### src/rtl/mux_scan_ctrl.sv
// Select sequencer for a 4:1 mux: sweeps enabled channels, settles, samples y_in into a snapshot vector.
// Optional build macro SCAN_PARITY_EN adds a registered vec_parity output (XOR of sample_vec).
module mux_scan_ctrl #(
  parameter int SETTLE_CYC = 2,
  parameter int CNT_W      = 4
) (
  input  logic             clk,
  input  logic             rst_n,
  input  logic             start,
  input  logic             mode,
  input  logic             stop,
  input  logic [3:0]       ch_mask,
  input  logic             y_in,
  output logic             s0,
  output logic             s1,
  output logic             busy,
  output logic [3:0]       sample_vec,
  output logic             vec_valid,
  output logic [7:0]       sweep_cnt
`ifdef SCAN_PARITY_EN
  ,
  output logic             vec_parity
`endif
);

  typedef enum logic [1:0] {IDLE, SETTLE, LAST} state_t;

  localparam logic [CNT_W-1:0] CNT_LOAD = CNT_W'(SETTLE_CYC - 1);

  state_t           r_state, w_state_nxt;
  logic [1:0]       r_sel, w_sel_nxt;
  logic [CNT_W-1:0] r_cnt, w_cnt_nxt;
  logic [3:0]       r_mask, w_mask_nxt;
  logic             r_mode, w_mode_nxt;
  logic [3:0]       r_work, w_work_nxt;
  logic [3:0]       r_vec, w_vec_nxt;
  logic             r_valid, w_valid_nxt;
  logic [7:0]       r_sweep, w_sweep_nxt;
  logic [3:0]       w_above;
  logic [3:0]       w_merged;
  logic             w_has_next;

  function automatic logic [1:0] lowest_ch(input logic [3:0] m);
    lowest_ch = 2'd0;
    for (int i = 3; i >= 0; i--) begin
      if (m[i]) lowest_ch = 2'(i);
    end
  endfunction

  // Enabled channels strictly above the current select; masked ones cost no time.
  assign w_above    = r_mask & (4'b1110 << r_sel);
  assign w_has_next = |w_above;
  assign w_merged   = r_work | (4'(y_in) << r_sel);

  // NOTE: sequential state uses non-blocking assignments so every register samples pre-edge values.
  always_ff @(posedge clk or negedge rst_n) begin
    if (!rst_n) r_state <= IDLE;
    else        r_state <= w_state_nxt;
  end

  // NOTE: every output of this block is defaulted first, so no path can infer a latch.
  always_comb begin
    w_state_nxt = r_state;
    w_sel_nxt   = r_sel;
    w_cnt_nxt   = r_cnt;
    w_mask_nxt  = r_mask;
    w_mode_nxt  = r_mode;
    w_work_nxt  = r_work;
    w_vec_nxt   = r_vec;
    w_valid_nxt = 1'b0;
    w_sweep_nxt = r_sweep;
    unique case (r_state)
      IDLE: begin
        if (start && |ch_mask) begin
          w_state_nxt = SETTLE;
          w_mask_nxt  = ch_mask;
          w_mode_nxt  = mode;
          w_sel_nxt   = lowest_ch(ch_mask);
          w_cnt_nxt   = CNT_LOAD;
          w_work_nxt  = '0;
        end
      end
      SETTLE: begin
        if (r_cnt != '0) begin
          if (stop) w_state_nxt = IDLE;
          else      w_cnt_nxt   = r_cnt - CNT_W'(1);
        end else if (w_has_next) begin
          if (stop) begin
            w_state_nxt = IDLE;
          end else begin
            w_sel_nxt  = lowest_ch(w_above);
            w_cnt_nxt  = CNT_LOAD;
            w_work_nxt = w_merged;
          end
        end else begin
          // Final sample of the sweep: publish even if stop arrives now (via LAST).
          w_vec_nxt   = w_merged;
          w_valid_nxt = 1'b1;
          w_sweep_nxt = r_sweep + 8'd1;
          if (stop) begin
            w_state_nxt = LAST;
          end else if (r_mode && |ch_mask) begin
            w_mask_nxt = ch_mask;
            w_sel_nxt  = lowest_ch(ch_mask);
            w_cnt_nxt  = CNT_LOAD;
            w_work_nxt = '0;
          end else begin
            w_state_nxt = IDLE;
          end
        end
      end
      LAST:    w_state_nxt = IDLE;
      default: w_state_nxt = IDLE;
    endcase
  end

  always_ff @(posedge clk or negedge rst_n) begin
    if (!rst_n) begin
      r_sel   <= 2'd0;
      r_cnt   <= '0;
      r_mask  <= 4'd0;
      r_mode  <= 1'b0;
      r_work  <= 4'd0;
      r_vec   <= 4'd0;
      r_valid <= 1'b0;
      r_sweep <= 8'd0;
    end else begin
      r_sel   <= w_sel_nxt;
      r_cnt   <= w_cnt_nxt;
      r_mask  <= w_mask_nxt;
      r_mode  <= w_mode_nxt;
      r_work  <= w_work_nxt;
      r_vec   <= w_vec_nxt;
      r_valid <= w_valid_nxt;
      r_sweep <= w_sweep_nxt;
    end
  end

`ifdef SCAN_PARITY_EN
  logic r_parity;

  always_ff @(posedge clk or negedge rst_n) begin
    if (!rst_n)           r_parity <= 1'b0;
    else if (w_valid_nxt) r_parity <= ^w_merged;
  end

  assign vec_parity = r_parity;
`endif

  assign s1         = r_sel[1];
  assign s0         = r_sel[0];
  assign busy       = (r_state != IDLE);
  assign sample_vec = r_vec;
  assign vec_valid  = r_valid;
  assign sweep_cnt  = r_sweep;

endmodule

### config.mk
export PLATFORM = sky130hd
export DESIGN_NAME = mux_scan_ctrl
export DESIGN_NICKNAME = d
export VERILOG_FILES = /design/src/rtl/mux_scan_ctrl.sv
export SDC_FILE = /design/constraint.sdc
export NUM_CORES = 1
export LEC_CHECK = 0
export BUFFER_PORTS_ARGS = -buffer_cell sky130_fd_sc_hd__buf_2
export CORE_MARGIN = 2
export CORE_UTILIZATION = 59
export DETAILED_ROUTE_END_ITERATION = 6
export PLACE_DENSITY = 0.84
export REMOVE_ABC_BUFFERS = 1
export SYNTH_ARGS = -nofsm -noshare
export SYNTH_HDL_FRONTEND = slang
export SYNTH_SLANG_ARGS = --single-unit
### constraint.sdc
create_clock -name clk -period 3.5 [get_ports clk]
set_clock_uncertainty 0.2 [all_clocks]
set_input_delay 0 -clock clk [delete_from_list [all_inputs] [get_ports clk]]
set_output_delay 0 -clock clk [all_outputs]
set_load 0.01 [all_outputs]
# --- After elaboration in Yosys (flattened, before gate mapping) ---
# Index checks and enable logic that the tools add are counted.
classes:
  addsub: 2
  mul: 0
  div: 0
  n_lt_le_gt_ge: 0
  n_eq_ne: 9
  n_shift: 2
  n_mux: 46
  n_bitwise: 4
  reduce_logical: 14
op_table:
  columns: ["operator", "n"]
  rows:
  - ["4-bit 2-to-1 mux", 18]
  - ["2-bit 2-to-1 mux", 20]
  - ["4-bit case mux with 2 select lines", 3]
  - ["2-bit inequality test (second input constant)", 5]
  - ["8-bit by 1-bit adder with 8-bit output (second input constant)", 1]
  - ["2-bit case mux with 2 select lines", 2]
  - ["4-bit OR reduction", 2]
  - ["6-bit AND reduction", 1]
  - ["5-bit inequality test (second input constant)", 1]
  - ["5-bit AND reduction", 1]
  - ["4-bit bitwise AND", 1]
  - ["4-bit inequality test (second input constant)", 1]
  - ["4-bit OR", 1]
  - ["2-bit AND reduction", 2]
  - ["4-bit AND reduction", 1]
  - ["2-bit nonzero test", 2]
  - ["4-bit nonzero test", 1]
  - ["1-bit by 2-bit << shifter with 4-bit output", 1]
  - ["4-bit by 2-bit << shifter with 4-bit output (first input constant)", 1]
  - ["4-bit by 1-bit subtractor with 4-bit output (second input constant)", 1]
  - ["1-bit 2-to-1 mux", 3]
  - ["3-bit inequality test (second input constant)", 1]
  - ["3-bit AND reduction", 1]
  - ["2-bit by 1-bit equality test with 1-bit output (second input constant)", 1]
  - ["other kinds (3)", 5]
totals:
  register_bits: 30
  latch_bits: 0
  ramBits: 0
  rom_bits: 0
  in_bits: 10
  mem_count: 0

# --- Logic depth before layout (Yosys ltp) ---
logic_depth:
  depth_word: 10
  depth_mapped: 8

# --- Worst setup path after synthesis ---
# No wires, ideal clock.
synth_timing:
  path_kind: "register -> register"
  startpoint: "register r_cnt[0]"
  endpoint: "register r_mask[1]"
  arrival_ps: 1735
  path_slack_ps: 1440
  stages_incl_launch_ff: 7
  path_buffers: 0
  period_less_slack_ps: 2060
  cell_sequence: "dfrtp_1 inv_1 ha_1 nor3b_4 nand4_1 a221oi_4 mux2_4"
synth_via:
  elab_chain_cells: 3
synth_rtl:
  columns: ["item", "line", "source"]
  rows:
  - ["start, declared", "32", "logic [CNT_W-1:0] r_cnt, w_cnt_nxt;"]
  - ["start signal, assigned", "129", "r_cnt <= w_cnt_nxt;"]
  - ["4-bit nonzero test", "84", "if (r_cnt != '0) begin"]
  - ["2-bit inequality test (no source line)", null, null]
  - ["6-bit AND reduction (no source line)", null, null]
  - ["end signal, assigned", "130", "r_mask <= w_mask_nxt;"]
  - ["end, declared", "33", "logic [3:0] r_mask, w_mask_nxt;"]
# Every way passes these cells.
# A chain may end at the register's enable or synchronous reset.

# --- Worst setup path in the final report ---
layout_timing:
  startpoint: "register r_cnt[0]"
  endpoint: "register r_work[3]"
layout_via:
  elab_chain_cells: 3
layout_rtl:
  columns: ["item", "line", "source"]
  rows:
  - ["4-bit nonzero test", "84", null]
  - ["2-bit inequality test (no source line)", null, null]
  - ["5-bit AND reduction (no source line)", null, null]
  - ["end signal, assigned", "132", "r_work <= w_work_nxt;"]
  - ["end, declared", "35", "logic [3:0] r_work, w_work_nxt;"]
# Every way passes these cells.

==> results.txt <==
- Number of synthesized flops with an enable pin: 0
* Reg-to-reg endpoint: r_work[3]
- Counting along the longest clock path gives a buffer depth of 2.
- The checks that failed: negative hold slack.
* Core occupancy in the finished layout: 73.8%
- TritonCTS built the clock tree.
- The number of global-route vias before repair is 1107.
- Flip-flop cell with the highest count after synthesis: sky130_fd_sc_hd__dfrtp_1
* Final worst slack: 0.692 ns
- In the final design database the tool counted 191 nets.
- Post-Synth Simple-Gate Area: 19.9%
* Peak supply drop: 0.000568 V
- Critical path arrival: 2.87 ns
- The final critical path takes up 80.2% of the cycle.
- Sequential fraction of the synthesis area: 49.0%
- Hold Worst Slack: -0.00605 ns
- The floorplan has 18 rows.
- The routed layout has 1212 vias.
- Synth async-reset ratio: 100%
* Per-instance average area after synthesis: 10.5 um^2
- At the pin with the least slew margin, the transition time is 0.623 ns.
- Count of state elements after synthesis: 29
- Number of hold violations in the final report: 3
- After synthesis, the largest family of logic cells by area is simple AND/OR/NAND/NOR gates.
- Core region area: 0.00243 mm^2
- Startpoint of the most critical register-to-register path: r_cnt[0]
- Static timing analysis puts the maximum clock frequency at 0.356 GHz.
- Total number of H-tree levels: 2
- Setup violations remaining at the end of the flow were counted as 0.
- Counting every sink on the clock net gives 29.
- In the final routed layout, each cell accounts on average for 13.9 um.
* Syn. warnings: 0
- Summing the areas of all fa, ha and maj instances in the mapped netlist gives 1.69% of the synthesized area.
* Total iterations of the first detailed-routing run: 4
- Total standard cell area after synthesis: 0.00148 mm^2
- The cell count after synthesis came out at 141.
- Worst r2r path cells: 8
- Pin placement for this block handled 26 I/O pins.
- Summing the areas of all compound-gate instances in the mapped netlist gives 16.1% of the synthesized area.
* Number of buffers created by CTS: 5
* Placement Setup Slack: 1.25 ns
- Unrepaired setup endpoints after global routing: false
- Die extent in x: 54.1 um
- At the later pin of the worst-skew pair, clock insertion delay measures 0.34 ns.
- STA classifies the critical path endpoint as a flop.
* Number of nets with antenna violations after routing: 0
- Measured against the total synthesized area, the mux share comes to 5.33%.
- Clock Pin Slew Worst Setup and Hold Paths: 0.10 ns
- Entering global routing, the biggest net connects 30 pins.
- Hold crit path type: primary input to async pin
- For the worst setup path, the data required time is 3.57 ns.
* CTS hold repair buffers: 11
- Estimated wirelength of the detail-placed design: 2020 um
- Total global-route track usage: 23.7%
- After Yosys synthesis, XOR and XNOR cells account for 4.14% of the synthesized area.
- For this run, design rule violations remaining after detail routing come to 0.
- Routed wire length: 2920 um
- Leaving out fill and tap cells, the most frequent cell in the layout is sky130_fd_sc_hd__dfrtp_1.
- Max-cap violations: 0
* Total of buffers placed on input and output ports: 25
* Power Density: 787 mW/mm^2
- Once the floorplan was initialized, standard cells occupied 60.9% of the core.
- Using the TritonRoute via totals, the vias-per-cell ratio works out to 5.77.
- Setup TNS: 0 ns
* Worst reg-to-reg setup slack: 0.69 ns
- The die covers 0.00293 mm^2.
- RD Place Congestion: 0.846
- The smallest clock period supported by the final layout is computed as 2.81 ns.
- The detailed router finished its first iteration with 21 violations.
- Gates resized, CTS repair: 0
- Number of max-slew violations in the final report: 0
* Slew Limit Headroom: 58.5%
- Run status: finished, violations left
- The first global-routing pass estimated 4780 um of wire.
- From synthesis to final layout, the design area changed by 21.3%.
* Total leakage power: 0.000852 uW
- The filler cells instantiated in the layout total 179.
- Critical path startpoint category: flop
- In this run, distinct cell masters in the synthesized netlist total 46.
- The number of antenna violations at the first check in global routing is 0.
- Summed over all layers, the global routing overflow is 0.
- Most used cells in the layout excluding fill and tap cells: sky130_fd_sc_hd__dfrtp_1, sky130_fd_sc_hd__buf_2, sky130_fd_sc_hd__nor2_1
- Max FO, Critical Path: 8
- Setup CP Type: flop to flop
* Root buffer selected by CTS: sky130_fd_sc_hd__clkbuf_4
- # diodes: 0
- Vertical die dimension: 54.1 um
- Post-CTS timing repair inserted 0 buffers for setup.
* Layout cells sized above 1: 27.2%
==> routing by layer <==
layer | vias to the layer above | share of wire (%) | global-route usage (%)
met4 | 0 | 1.2 | 7.50
li1 | 581 | - | -
met3 | 5 | 4.5 | 7.50
met2 | 32 | 50 | 40.7
met5 | - | 0 | 0
met1 | 594 | 44 | 28.2
==> critical path, stage by stage (launching register included) <==
cell	delay [ns]
sky130_fd_sc_hd__dfrtp_1	0.40
sky130_fd_sc_hd__inv_1	0.08
sky130_fd_sc_hd__ha_1	0.18
sky130_fd_sc_hd__nor3b_4	0.32
sky130_fd_sc_hd__a32oi_1	0.17
sky130_fd_sc_hd__a311oi_2	0.53
sky130_fd_sc_hd__a41oi_1	0.19
sky130_fd_sc_hd__nor2_1	0.11
sky130_fd_sc_hd__dlygate4sd3_1	0.56
==> final cells by class <==
cell class,count,area [um^2],area share [%]
inverters,8,30.0,1.67
well taps,30,37.5,2.09
flip-flops and latches,29,726,40.4
repair buffers,36,235,13.1
clock inverters,1,5.00,0.279
multi-input cells,99,697,38.8
clock buffers,7,65.1,3.62
==> how the worst max path moves through the flow <==
stage | endpoint | startpoint | depth (start not counted)
floorplan | r_mask[1] | r_cnt[0] | 6
global placement | r_mask[1] | r_cnt[0] | 6
detailed placement | r_mask[1] | r_cnt[0] | 6
CTS | r_work[3] | r_cnt[0] | 8
global route | r_work[3] | r_cnt[0] | 8
finish | r_work[3] | r_cnt[0] | 8
==> per-stage QoR <==
stage                     area, um^2  total power, uW  instances
after floorplan                 1450              988        136
after global placement          1620             1130        191
after detailed placement        1620             1160        191
after CTS                       1800             1420        210
after global routing            1800             1530        210
final                           1800             1410        210
==> kinds of logic (layout without fill, tap and decap cells) <==
logic type / Yosys count / after routing
AND/OR/NAND/NOR: 51 / 51
AO/OA/AOI/OAI: 33 / 33
flip-flops: 29 / 29
buffers and inverters: 13 / 52
XOR/XNOR: 7 / 7
multiplexers: 6 / 6
adder cells (fa/ha/maj): 2 / 2
==> synth_stat cells, types with 2 or more instances <==
| master | number | area share (%) |
|---|---|---|
| sky130_fd_sc_hd__a21oi_1 | 10 | 3.4 |
| sky130_fd_sc_hd__nor2b_1 | 5 | 2.1 |
| sky130_fd_sc_hd__a31oi_1 | 3 | 1.3 |
| sky130_fd_sc_hd__dfrtp_1 | 29 | 49 |
| sky130_fd_sc_hd__o21ai_0 | 7 | 2.4 |
| sky130_fd_sc_hd__nor2_1 | 13 | 3.3 |
| sky130_fd_sc_hd__buf_2 | 4 | 1.4 |
| sky130_fd_sc_hd__xnor2_1 | 6 | 3.6 |
| sky130_fd_sc_hd__nand4_1 | 5 | 2.1 |
| sky130_fd_sc_hd__nand2_1 | 10 | 2.5 |
| sky130_fd_sc_hd__mux2_4 | 3 | 3.0 |
| sky130_fd_sc_hd__mux2_2 | 3 | 2.3 |
| sky130_fd_sc_hd__inv_1 | 8 | 2.0 |
| sky130_fd_sc_hd__and3_1 | 2 | 0.85 |
| sky130_fd_sc_hd__ha_1 | 2 | 1.7 |
==> where the power goes <==
group	internal [uW]	switching, uW	total, uW
clock	116	115	231
combinational	294	303	597
sequential	451	135	586
==> registers in the layout, indices dropped and copies added (netlist names) <==
name	flops
sweep_cnt	8
r_sel	2
r_work	4
r_mask	3
sample_vec	4
r_cnt	4
vec_valid	1
r_state	2
r_mode	1
Note: power is estimated with default switching activity, not from simulation.
